==> config.mk <==
export PLATFORM = sky130hd
export DESIGN_NAME = serial_add_sched_flat
export DESIGN_NICKNAME = d
export VERILOG_FILES = /design/src/rtl/serial_add_sched_if.sv /design/src/rtl/serial_add_sched.sv /design/src/flat_wrapper.sv
export SDC_FILE = /design/constraint.sdc
export NUM_CORES = 1
export LEC_CHECK = 0
export CAP_MARGIN = 20
export CORE_UTILIZATION = 27
export DETAILED_ROUTE_END_ITERATION = 10
export PLACE_DENSITY = 0.61
export SLEW_MARGIN = 10
export SYNTH_ARGS = -nofsm -noshare
export SYNTH_HDL_FRONTEND = slang
export SYNTH_SLANG_ARGS = --single-unit
==> constraint.sdc <==
create_clock -name CLK -period 2.1 [get_ports CLK]
set_clock_uncertainty 0.05 [all_clocks]
set_input_delay 0.42 -clock CLK [delete_from_list [all_inputs] [get_ports CLK]]
set_output_delay 0.42 -clock CLK [all_outputs]
set_load 0.1 [all_outputs]
==> src/rtl/serial_add_sched_if.sv <==
// rtl/serial_add_sched_if.sv - requester/result bundle for the shared bit-serial adder scheduler
interface serial_add_sched_if #(
    parameter int WIDTH = 8
);
    logic             req0_valid;
    logic             req0_ready;
    logic [WIDTH-1:0] req0_a;
    logic [WIDTH-1:0] req0_b;
    logic             req0_cin;
    logic             req1_valid;
    logic             req1_ready;
    logic [WIDTH-1:0] req1_a;
    logic [WIDTH-1:0] req1_b;
    logic             req1_cin;
    logic             res_valid;
    logic             res_ready;
    logic [WIDTH-1:0] res_sum;
    logic             res_cout;
    logic             res_id;

    modport master (
        output req0_valid, req0_a, req0_b, req0_cin,
        input  req0_ready,
        output req1_valid, req1_a, req1_b, req1_cin,
        input  req1_ready,
        input  res_valid, res_sum, res_cout, res_id,
        output res_ready
    );

    modport slave (
        input  req0_valid, req0_a, req0_b, req0_cin,
        output req0_ready,
        input  req1_valid, req1_a, req1_b, req1_cin,
        output req1_ready,
        output res_valid, res_sum, res_cout, res_id,
        input  res_ready
    );
endinterface

==> src/rtl/serial_add_sched.sv <==
// rtl/serial_add_sched.sv - two-requester scheduler for one LSB-first bit-serial adder
// RR_ARB_EN defined: round-robin arbitration; undefined: requester 0 has fixed priority.
module serial_add_sched #(
    parameter int WIDTH = 8
) (
    input logic               CLK,
    input logic               rst,
    serial_add_sched_if.slave bus
);
    localparam int CW = (WIDTH > 1) ? $clog2(WIDTH) : 1;

    typedef enum logic [1:0] {
        S_IDLE = 2'd0,
        S_RUN  = 2'd1,
        S_DONE = 2'd2
    } state_t;

    state_t           state_q, state_d;
    logic [WIDTH-1:0] a_q, a_d;
    logic [WIDTH-1:0] b_q, b_d;
    logic [WIDTH-1:0] sum_q, sum_d;
    logic [CW-1:0]    cnt_q, cnt_d;
    logic             carry_q, carry_d;
    logic             cout_q, cout_d;
    logic             id_q, id_d;
    logic             last_grant_q, last_grant_d;

    logic grant0, grant1;
    logic accept0, accept1;
    logic bit_sum, bit_carry;
    logic last_bit;

    always_comb begin
        grant0 = 1'b0;
        grant1 = 1'b0;
`ifdef RR_ARB_EN
        if (bus.req0_valid && bus.req1_valid) begin
            grant0 = last_grant_q;
            grant1 = ~last_grant_q;
        end else begin
            grant0 = bus.req0_valid;
            grant1 = bus.req1_valid;
        end
`else
        grant0 = bus.req0_valid;
        grant1 = bus.req1_valid & ~bus.req0_valid;
`endif
    end

    // Gated by rst so no requester sees an accept that the reset edge discards.
    assign accept0 = (state_q == S_IDLE) && !rst && grant0;
    assign accept1 = (state_q == S_IDLE) && !rst && grant1;

    assign bit_sum   = a_q[0] ^ b_q[0] ^ carry_q;
    assign bit_carry = (a_q[0] & b_q[0]) | (a_q[0] & carry_q) | (b_q[0] & carry_q);
    assign last_bit  = (cnt_q == CW'(WIDTH - 1));

    always_ff @(posedge CLK) begin
        if (rst) begin
            state_q      <= S_IDLE;
            a_q          <= '0;
            b_q          <= '0;
            sum_q        <= '0;
            cnt_q        <= '0;
            carry_q      <= 1'b0;
            cout_q       <= 1'b0;
            id_q         <= 1'b0;
            last_grant_q <= 1'b1;
        end else begin
            state_q      <= state_d;
            a_q          <= a_d;
            b_q          <= b_d;
            sum_q        <= sum_d;
            cnt_q        <= cnt_d;
            carry_q      <= carry_d;
            cout_q       <= cout_d;
            id_q         <= id_d;
            last_grant_q <= last_grant_d;
        end
    end

    always_comb begin
        state_d = state_q;
        case (state_q)
            S_IDLE:  if (accept0 || accept1) state_d = S_RUN;
            S_RUN:   if (last_bit) state_d = S_DONE;
            S_DONE:  if (bus.res_ready) state_d = S_IDLE;
            default: state_d = S_IDLE;
        endcase
    end

    always_comb begin
        a_d          = a_q;
        b_d          = b_q;
        sum_d        = sum_q;
        cnt_d        = cnt_q;
        carry_d      = carry_q;
        cout_d       = cout_q;
        id_d         = id_q;
        last_grant_d = last_grant_q;
        if (accept0 || accept1) begin
            a_d          = accept1 ? bus.req1_a : bus.req0_a;
            b_d          = accept1 ? bus.req1_b : bus.req0_b;
            carry_d      = accept1 ? bus.req1_cin : bus.req0_cin;
            id_d         = accept1;
            last_grant_d = accept1;
            cnt_d        = '0;
        end else if (state_q == S_RUN) begin
            // Operands shift right, sum fills from the MSB end: after WIDTH bits it is aligned.
            a_d     = a_q >> 1;
            b_d     = b_q >> 1;
            sum_d   = {bit_sum, sum_q[WIDTH-1:1]};
            carry_d = bit_carry;
            if (last_bit) begin
                cout_d = bit_carry;
            end else begin
                cnt_d = cnt_q + CW'(1);
            end
        end
    end

    always_comb begin
        bus.req0_ready = accept0;
        bus.req1_ready = accept1;
        bus.res_valid  = (state_q == S_DONE);
        bus.res_sum    = sum_q;
        bus.res_cout   = cout_q;
        bus.res_id     = id_q;
    end
endmodule

==> src/flat_wrapper.sv <==
// flat-port wrapper written by rule: the top's interface ports become plain ports
module serial_add_sched_flat 
#(
    parameter int WIDTH = 8
)
  (CLK, rst, bus_req0_valid, bus_req0_a, bus_req0_b, bus_req0_cin, bus_req0_ready, bus_req1_valid, bus_req1_a, bus_req1_b, bus_req1_cin, bus_req1_ready, bus_res_valid, bus_res_sum, bus_res_cout, bus_res_id, bus_res_ready);
  serial_add_sched_if #(.WIDTH(WIDTH)) bus_i ();
  input logic CLK;
  input logic rst;
  input wire logic [$bits(bus_i.req0_valid)-1:0] bus_req0_valid;
  input wire logic [$bits(bus_i.req0_a)-1:0] bus_req0_a;
  input wire logic [$bits(bus_i.req0_b)-1:0] bus_req0_b;
  input wire logic [$bits(bus_i.req0_cin)-1:0] bus_req0_cin;
  output wire logic [$bits(bus_i.req0_ready)-1:0] bus_req0_ready;
  input wire logic [$bits(bus_i.req1_valid)-1:0] bus_req1_valid;
  input wire logic [$bits(bus_i.req1_a)-1:0] bus_req1_a;
  input wire logic [$bits(bus_i.req1_b)-1:0] bus_req1_b;
  input wire logic [$bits(bus_i.req1_cin)-1:0] bus_req1_cin;
  output wire logic [$bits(bus_i.req1_ready)-1:0] bus_req1_ready;
  output wire logic [$bits(bus_i.res_valid)-1:0] bus_res_valid;
  output wire logic [$bits(bus_i.res_sum)-1:0] bus_res_sum;
  output wire logic [$bits(bus_i.res_cout)-1:0] bus_res_cout;
  output wire logic [$bits(bus_i.res_id)-1:0] bus_res_id;
  input wire logic [$bits(bus_i.res_ready)-1:0] bus_res_ready;
  assign bus_i.req0_valid = bus_req0_valid;
  assign bus_i.req0_a = bus_req0_a;
  assign bus_i.req0_b = bus_req0_b;
  assign bus_i.req0_cin = bus_req0_cin;
  assign bus_req0_ready = bus_i.req0_ready;
  assign bus_i.req1_valid = bus_req1_valid;
  assign bus_i.req1_a = bus_req1_a;
  assign bus_i.req1_b = bus_req1_b;
  assign bus_i.req1_cin = bus_req1_cin;
  assign bus_req1_ready = bus_i.req1_ready;
  assign bus_res_valid = bus_i.res_valid;
  assign bus_res_sum = bus_i.res_sum;
  assign bus_res_cout = bus_i.res_cout;
  assign bus_res_id = bus_i.res_id;
  assign bus_i.res_ready = bus_res_ready;
  serial_add_sched #(.WIDTH(WIDTH)) u_core (.CLK(CLK), .rst(rst), .bus(bus_i));
endmodule
==> results of run 1 <==
[synthesized netlist by cell type, drive strengths merged (4+ instances only)]
library cell | instances | area [um^2]
o2111ai | 15 | 188
o21ai | 32 | 160
or3b | 15 | 131
a21oi | 12 | 60.1
clkbuf | 9 | 33.8
nand2b | 18 | 113
nor2 | 8 | 30.0
inv | 4 | 15.0
nand2 | 18 | 67.6
a221oi | 17 | 205
dfxtp | 32 | 641
buf | 10 | 76.3
[power by group through the flow]
stage / Combinational, mW / Sequential, mW / Clock (mW)
floorplan: 0.210 / 0.709 / 0
global placement: 0.382 / 0.681 / 0
detailed placement: 0.386 / 0.681 / 0
CTS: 0.388 / 0.668 / 0.509
global route: 0.417 / 0.672 / 0.535
finish: 0.385 / 0.668 / 0.495
[through the flow]
stage | cell area [um^2] | hold slack (ns)
after floorplan | 1900 | 0.407
after global placement | 2550 | 0.395
after detailed placement | 2550 | 0.399
after CTS | 2650 | 0.408
after global routing | 2650 | 0.433
final | 2650 | 0.403
[registers in the layout (all words and copies together), names as in the netlist]
register and count:
u_core.bus.res_cout 1, u_core.bus.res_id 1, u_core.bus.res_sum 8, u_core.state_q 2, u_core.a_q 8, u_core.b_q 8
u_core.carry_q 1, u_core.cnt_q 3
[worst max-delay path, cell delays in order]
cell           delay [ns]
dlygate4sd2_1        0.26
or4b_4               0.59
inv_4                0.08
buf_12               0.16
[repair_timing]
item	in CTS	in global routing
endpoints found under the setup margin	2	0
setup buffers	1	0
hold buffers	0	0
gates resized for setup	4	0
endpoints found under the hold margin	0	0
[kinds of logic (layout without fill, tap and decap cells)]
| kind of cell | count (synthesis) | count (layout) | share of synthesized area, % |
|---|---|---|---|
| AO/OA/AOI/OAI | 81 | 81 | 34.8 |
| AND/OR/NAND/NOR | 66 | 66 | 21.2 |
| adder cells (fa/ha/maj) | 3 | 3 | 2.38 |
| flip-flops | 32 | 32 | 33.8 |
| multiplexers | 1 | 1 | 0.528 |
| XOR/XNOR | 1 | 1 | 0.462 |
| buffers and inverters | 24 | 80 | 6.80 |
[per-layer routing]
layer / global-route usage (%) / vias up
met1: 20.7 / 832
met4: 3.79 / 0
li1: - / 898
met2: 21.0 / 47
met3: 3.66 / 6
met5: 0 / -
[worst max-delay path by stage]
stage | from | slack, ns | cells after the start | endpoint
detailed placement | rst | -0.07 | 4 | bus_req1_ready
floorplan | u_core.state_q[0]$_SDFFE_PP0P_ | -0.29 | 4 | bus_req1_ready
finish | rst | 0.12 | 4 | bus_req0_ready
global route | rst | 0.08 | 4 | bus_req1_ready
global placement | rst | -0.08 | 4 | bus_req1_ready
CTS | rst | 0.11 | 4 | bus_req0_ready
[cells in the final DEF, fill, tap and decap left out, types with 2 or more instances in the layout]
master and count:
ha_1 2, buf_4 25, a21oi_1 12, nand2_1 18, or3b_2 15, clkbuf_1 2
o2111ai_2 9, nor2_1 7, o21ai_1 2, buf_12 4, a221oi_1 8, clkdlybuf4s50_1 35
or4b_4 2, a221oi_2 9, o2111ai_1 6, nand2b_1 18, o21ai_0 30, dlygate4sd2_1 3
o221a_2 2, dfxtp_1 32, clkbuf_8 6, inv_1 3
[cell type report]
type / count / area [um^2]
repair buffers: 67 / 644
clock buffers: 8 / 90.1
well taps: 96 / 120
inverters: 5 / 21.3
multi-input cells: 152 / 1130
fillers: 688 / 4140
flip-flops and latches: 32 / 641
==> summary.txt, run 1 <==
Status
  • Status: finished clean

STA
  • Fmax: approximately 500 MHz
  • Final slew viol count: 0
  • Hold violation total from the final report: 0
  • RSZ-0062 raised after global routing: no
  • Final WS setup: 0.118 ns
  • Final setup vio count: 0
  • Min Tclk post-route: ~2 ns
  • Worst-Margin Slew: ~0.74 ns
  • Post-route clock period utilization: a little over nine tenths
  • Setup TNS: 0 ns
  • Relative slew slack: 50.8%

Pwr
  • Clock share of power: around 32%
  • Total power: about 1.5 mW
  • Switching share of power: 29.1%
  • Worst vdd ir: around 0.24 mV
  • Sw Pwr: about 0.45 mW
  • Reg power frac: about 43%
  • Logic gate share of total power: between 20 and 25%
  • Int Pwr: ~1.1 mW
  • Leakage: ~0.96 nW
  • PwrDens: 584 nW/um^2

Run
  • Max Cap Viol: 0

Layout
  • Layout area overhead: 40.0%
  • Layout cell share with drive strength beyond 1: between 20% and 30%
  • Final Util: 39.0%
  • Non-filler cells in the finished layout: 360
  • Fin nets: between 300 and 400
  • Number of diodes: 0

Synth
  • Syn. warnings: 0
  • Cells after synthesis: 208
  • Netlist cell types: 33
  • Synth Flop Type: dfxtp_1
  • Post-synthesis net count: 250
  • Mapped Avg Cell Area: between 9 and 10 um^2
  • Flops & latches, synth: 32
  • Number of synthesized flops with an enable pin: 0
  • Sequential area share after synthesis: 33.8%
  • Netlist Area Pre-Place: ~1900 um^2
  • Ys async rst share: 0%

Setup path
  • R2R Path End: u_core.a_q[5]$_SDFFE_PP0P_
  • Worst R2R Setup Slack: 0.40 ns
  • Setup crit end kind: output pin
  • Crit Path Max Fanout: 3
  • Worst-case reg-to-reg path depth: 5
  • Worst endpoint data arrival time: 1.51 ns
  • R2R Path Start: u_core.state_q[1]$_SDFFE_PP0P_
  • CP required: ~1.6 ns
  • Worst setup SP type: input pin
  • Kind of critical path: input pin to output pin

Detailed routing
  • Met3 WL post-DR: 238 um
  • Via-to-Cell Ratio: ~5.0
  • Max Used Layer: met4
  • Wire length on met2: approximately 2300 um
  • Routed WL per cell: 14.4 um
  • DRC: 0
  • ANT nets after route: 0
  • Via count: 1783
  • Pre-antenna DRT Iters: 4
  • DR iter-0 viols: ~80
  • Post-Route WL: 5170 um
  • DRT met1 WL: ~2600 um

Clocking
  • Clock-pin slew on the worst setup and hold paths: around 0.06 ns
  • # H-tree levels: 2
  • Clock Latency Late Sink: approximately 0.28 ns
  • TritonCTS clock tree: done
  • Clk root buf: clkbuf_8
  • TritonCTS sink count: 32
  • Bufs on Longest Clock Path: 2
  • CTS Buf Count: 5

Placement
  • Post-detail-place hpwl: 3500 um
  • Placed cell count: around 350
  • Setup WS pre-CTS: -0.0732 ns
  • PortBufs: 51
  • Global placer's final weighted congestion: 0.747

Global route
  • First-pass GRT wire length: approximately 8300 um
  • GRT overflow: 0
  • Largest net degree at the start of global routing: 30
  • GRT Overall Usage: between 10 and 15%
  • Initial antenna violation count: 0
  • Vias in the first global route: 1612

Worst hold path
  • WHS Endpoint: u_core.bus.res_sum[0]$_SDFFE_PP0P_
  • Hold Crit Class: flop to flop
  • Min-delay src: u_core.bus.res_sum[0]$_SDFFE_PP0P_
  • Hold path cells: 2

Floorplanning
  • Core ar.: slightly below 7000 um^2
  • Die Wd: roughly 86 um
  • Num rows: 30
  • DIE AREA: 7350 um^2
  • I/O pin total: 52
  • Die Ht: approximately 86 um
  • Initial Util: 27.9%
Power figures use the tool's default switching activity.
==> run 2: changes to the inputs <==
- CAP_MARGIN: 20 -> default
==> results of run 2 <==
The final DEF is identical to that of run 1; final timing and power are the same.
==> run 3: changes to the inputs <==
- CORE_MARGIN: default -> 2
==> run 3 against run 2 <==
Combinational power decreased by 2%. Power fell by 0.54%. Sequential power is essentially flat. Non-clock buffer count decreased by 3. Via count fell by 1.3%. First-iteration DRC count up 11%. Flip-flop and latch count is the same. Critical path type unchanged. Highest routed layer unchanged.
==> summary.txt, run 3 (synthesis gave the netlist of run 1 again) <==
STA
  • Final slew viol count: 0 (unchanged)
  • Fmax: 493 MHz (was 505 MHz)
  • RSZ-0062 raised after global routing: no (unchanged)
  • Hold violation total from the final report: 0 (unchanged)
  • Final setup vio count: 0 (unchanged)
  • Setup TNS: 0 ns (unchanged)
  • Post-route clock period utilization: 96.5% (was 94.4%)
  • Worst-Margin Slew: 0.716 ns (was 0.737 ns)
  • Min Tclk post-route: 2.03 ns (was 1.98 ns)
  • Relative slew slack: 52.2% (was 50.8%)

Clocking
  • Bufs on Longest Clock Path: 2 (unchanged)
  • TritonCTS sink count: 32 (unchanged)
  • Post-CTS Setup Bufs: 0 (was 1)
  • Clock-pin slew on the worst setup and hold paths: 0.07 ns (was 0.06 ns)
  • # H-tree levels: 2 (unchanged)
  • TritonCTS clock tree: done (unchanged)
  • CTS Buf Count: 5 (unchanged)
  • Clock Latency Late Sink: 0.29 ns (was 0.28 ns)
  • Clk root buf: clkbuf_8 (unchanged)

Pwr
  • Sw Pwr: 0.451 mW (was 0.450 mW)
  • Int Pwr: 1.09 mW (was 1.10 mW)
  • Logic gate share of total power: 24.6% (was 24.9%)
  • PwrDens: 585 nW/um^2 (was 584 nW/um^2)
  • Clock share of power: 32.0% (about the same)
  • Switching share of power: 29.3% (was 29.1%)
  • Reg power frac: 43.4% (was 43.2%)
  • Leakage: 0.952 nW (was 0.960 nW)
  • Worst vdd ir: 0.248 mV (was 0.239 mV)

Detailed routing
  • Pre-antenna DRT Iters: 4 (unchanged)
  • Post-Route WL: 5130 um (was 5170 um)
  • DR iter-0 viols: 88 (was 79)
  • Via count: 1759 (was 1783)
  • Via-to-Cell Ratio: 4.93 (was 4.95)
  • DRC: 0 (unchanged)
  • Routed WL per cell: 14.4 um (about the same)
  • ANT nets after route: 0 (unchanged)

Setup path
  • Worst endpoint data arrival time: 1.56 ns (was 1.51 ns)
  • Kind of critical path: input pin to output pin (unchanged)
  • R2R Path Start: u_core.carry_q$_SDFFE_PP0P_ (was u_core.state_q[1]$_SDFFE_PP0P_)
  • CP required: 1.63 ns (about the same)
  • Crit Path Max Fanout: 3 (unchanged)
  • Worst setup SP type: input pin (unchanged)
  • Setup crit end kind: output pin (unchanged)
  • R2R Path End: u_core.carry_q$_SDFFE_PP0P_ (was u_core.a_q[5]$_SDFFE_PP0P_)
  • Worst-case reg-to-reg path depth: 4 (was 5)
  • Worst R2R Setup Slack: 0.40 ns (about the same)

Global route
  • GRT Overall Usage: 14.4% (was 14.3%)
  • GRT overflow: 0 (unchanged)
  • Initial antenna violation count: 0 (unchanged)
  • Vias in the first global route: 1762 (was 1612)
  • First-pass GRT wire length: 8670 um (was 8260 um)
  • Largest net degree at the start of global routing: 28 (was 30)

Worst hold path
  • Hold Crit Class: flop to flop (unchanged)
  • WHS Endpoint: u_core.bus.res_sum[0]$_SDFFE_PP0P_ (unchanged)
  • Hold path cells: 2 (unchanged)
  • Min-delay src: u_core.bus.res_sum[0]$_SDFFE_PP0P_ (unchanged)

Layout
  • Commonest non-fill, non-tap cell in the layout: clkdlybuf4s50_1 (unchanged)
  • Layout cell share with drive strength beyond 1: 28.4% (about the same)
  • Fin nets: 302 (was 305)
  • # fillers: 717 (was 688)
  • Number of diodes: 0 (unchanged)
  • Most frequent cells in the layout: clkdlybuf4s50_1, dfxtp_1, o21ai_0 (unchanged)
  • Layout area overhead: 38.9% (was 40.0%)
  • Non-filler cells in the finished layout: 357 (was 360)

Floorplanning
  • I/O pin total: 52 (unchanged)
  • Core ar.: 6790 um^2 (unchanged)
  • DIE AREA: 7700 um^2 (was 7350 um^2)
  • Die Ht: 87.8 um (was 85.8 um)
  • Die Wd: 87.8 um (was 85.8 um)
  • Num rows: 30 (unchanged)
  • Initial Util: 27.9% (unchanged)

Run
  • Max Cap Viol: 0 (unchanged)

Placement
  • Placed cell count: 349 (was 351)
  • Global placer's final weighted congestion: 0.759 (was 0.747)
  • PortBufs: 51 (unchanged)
  • Post-detail-place hpwl: 3450 um (was 3500 um)

Status
  • Status: finished clean (unchanged)
run 3: cell count changes in the layout (fill, tap and decap cells not counted):
cell	before	now
buf_4	25	22
clkbuf_1	2	0
clkinv_2	0	2
run 3: layout make-up:
class / instances / area [um^2] / share of cell area (%)
clock buffer: 6 / 82.6 / 3.14
clock inverter: 2 / 10.0 / 0.380
inverter: 5 / 21.3 / 0.808
multi-input combinational: 152 / 1130 / 43.1
sequential: 32 / 641 / 24.3
tap: 96 / 120 / 4.56
timing repair buffer: 64 / 622 / 23.6
run 3: critical path, cell delays in order:
cell	delay (ns)
dlygate4sd2_1	0.25
or4b_4	0.56
nor2_4	0.14
buf_12	0.18
run 3: how the worst max path moves through the flow:
stage,from,endpoint,slack [ns]
final,rst,bus_req1_ready,0.07
after global routing,rst,bus_req1_ready,0.03
after CTS,rst,bus_req1_ready,0.07
after detailed placement,rst,bus_req1_ready,-0.07
after global placement,rst,bus_req1_ready,-0.08
after floorplan,u_core.state_q[0]$_SDFFE_PP0P_,bus_req1_ready,-0.29
run 3: routing by layer:
layer	track usage [%]	up-vias	part of all wire, %
li1	-	889	-
met1	20.1	818	47
met2	22.0	44	46
met3	3.77	8	5.1
met4	3.92	0	1.3
met5	0	-	0
run 3: power by group through the flow:
stage,logic [mW],clock network [mW],registers (mW)
after CTS,0.383,0.514,0.668
after global placement,0.379,0,0.681
after global routing,0.413,0.539,0.674
after detailed placement,0.382,0,0.682
after floorplan,0.210,0,0.709
final,0.379,0.493,0.669
run 3: through the flow:
step / power, mW / setup WS, ns / utilization [%] / hold WS (ns) / instance area (um^2)
final: 1.54 / 0.0728 / 38.7 / 0.416 / 2630
after global routing: 1.62 / 0.0290 / 38.7 / 0.448 / 2630
after CTS: 1.56 / 0.0670 / 38.7 / 0.424 / 2630
after detailed placement: 1.06 / -0.0685 / 37.3 / 0.413 / 2540
after global placement: 1.06 / -0.0783 / 37.3 / 0.398 / 2540
after floorplan: 0.919 / -0.293 / - / 0.407 / 1900
run 3: timing repair:
item / CTS / global route
hold buffers: 0 / 0
resized for setup: 4 / 0
setup endpoints to repair: 2 / 0
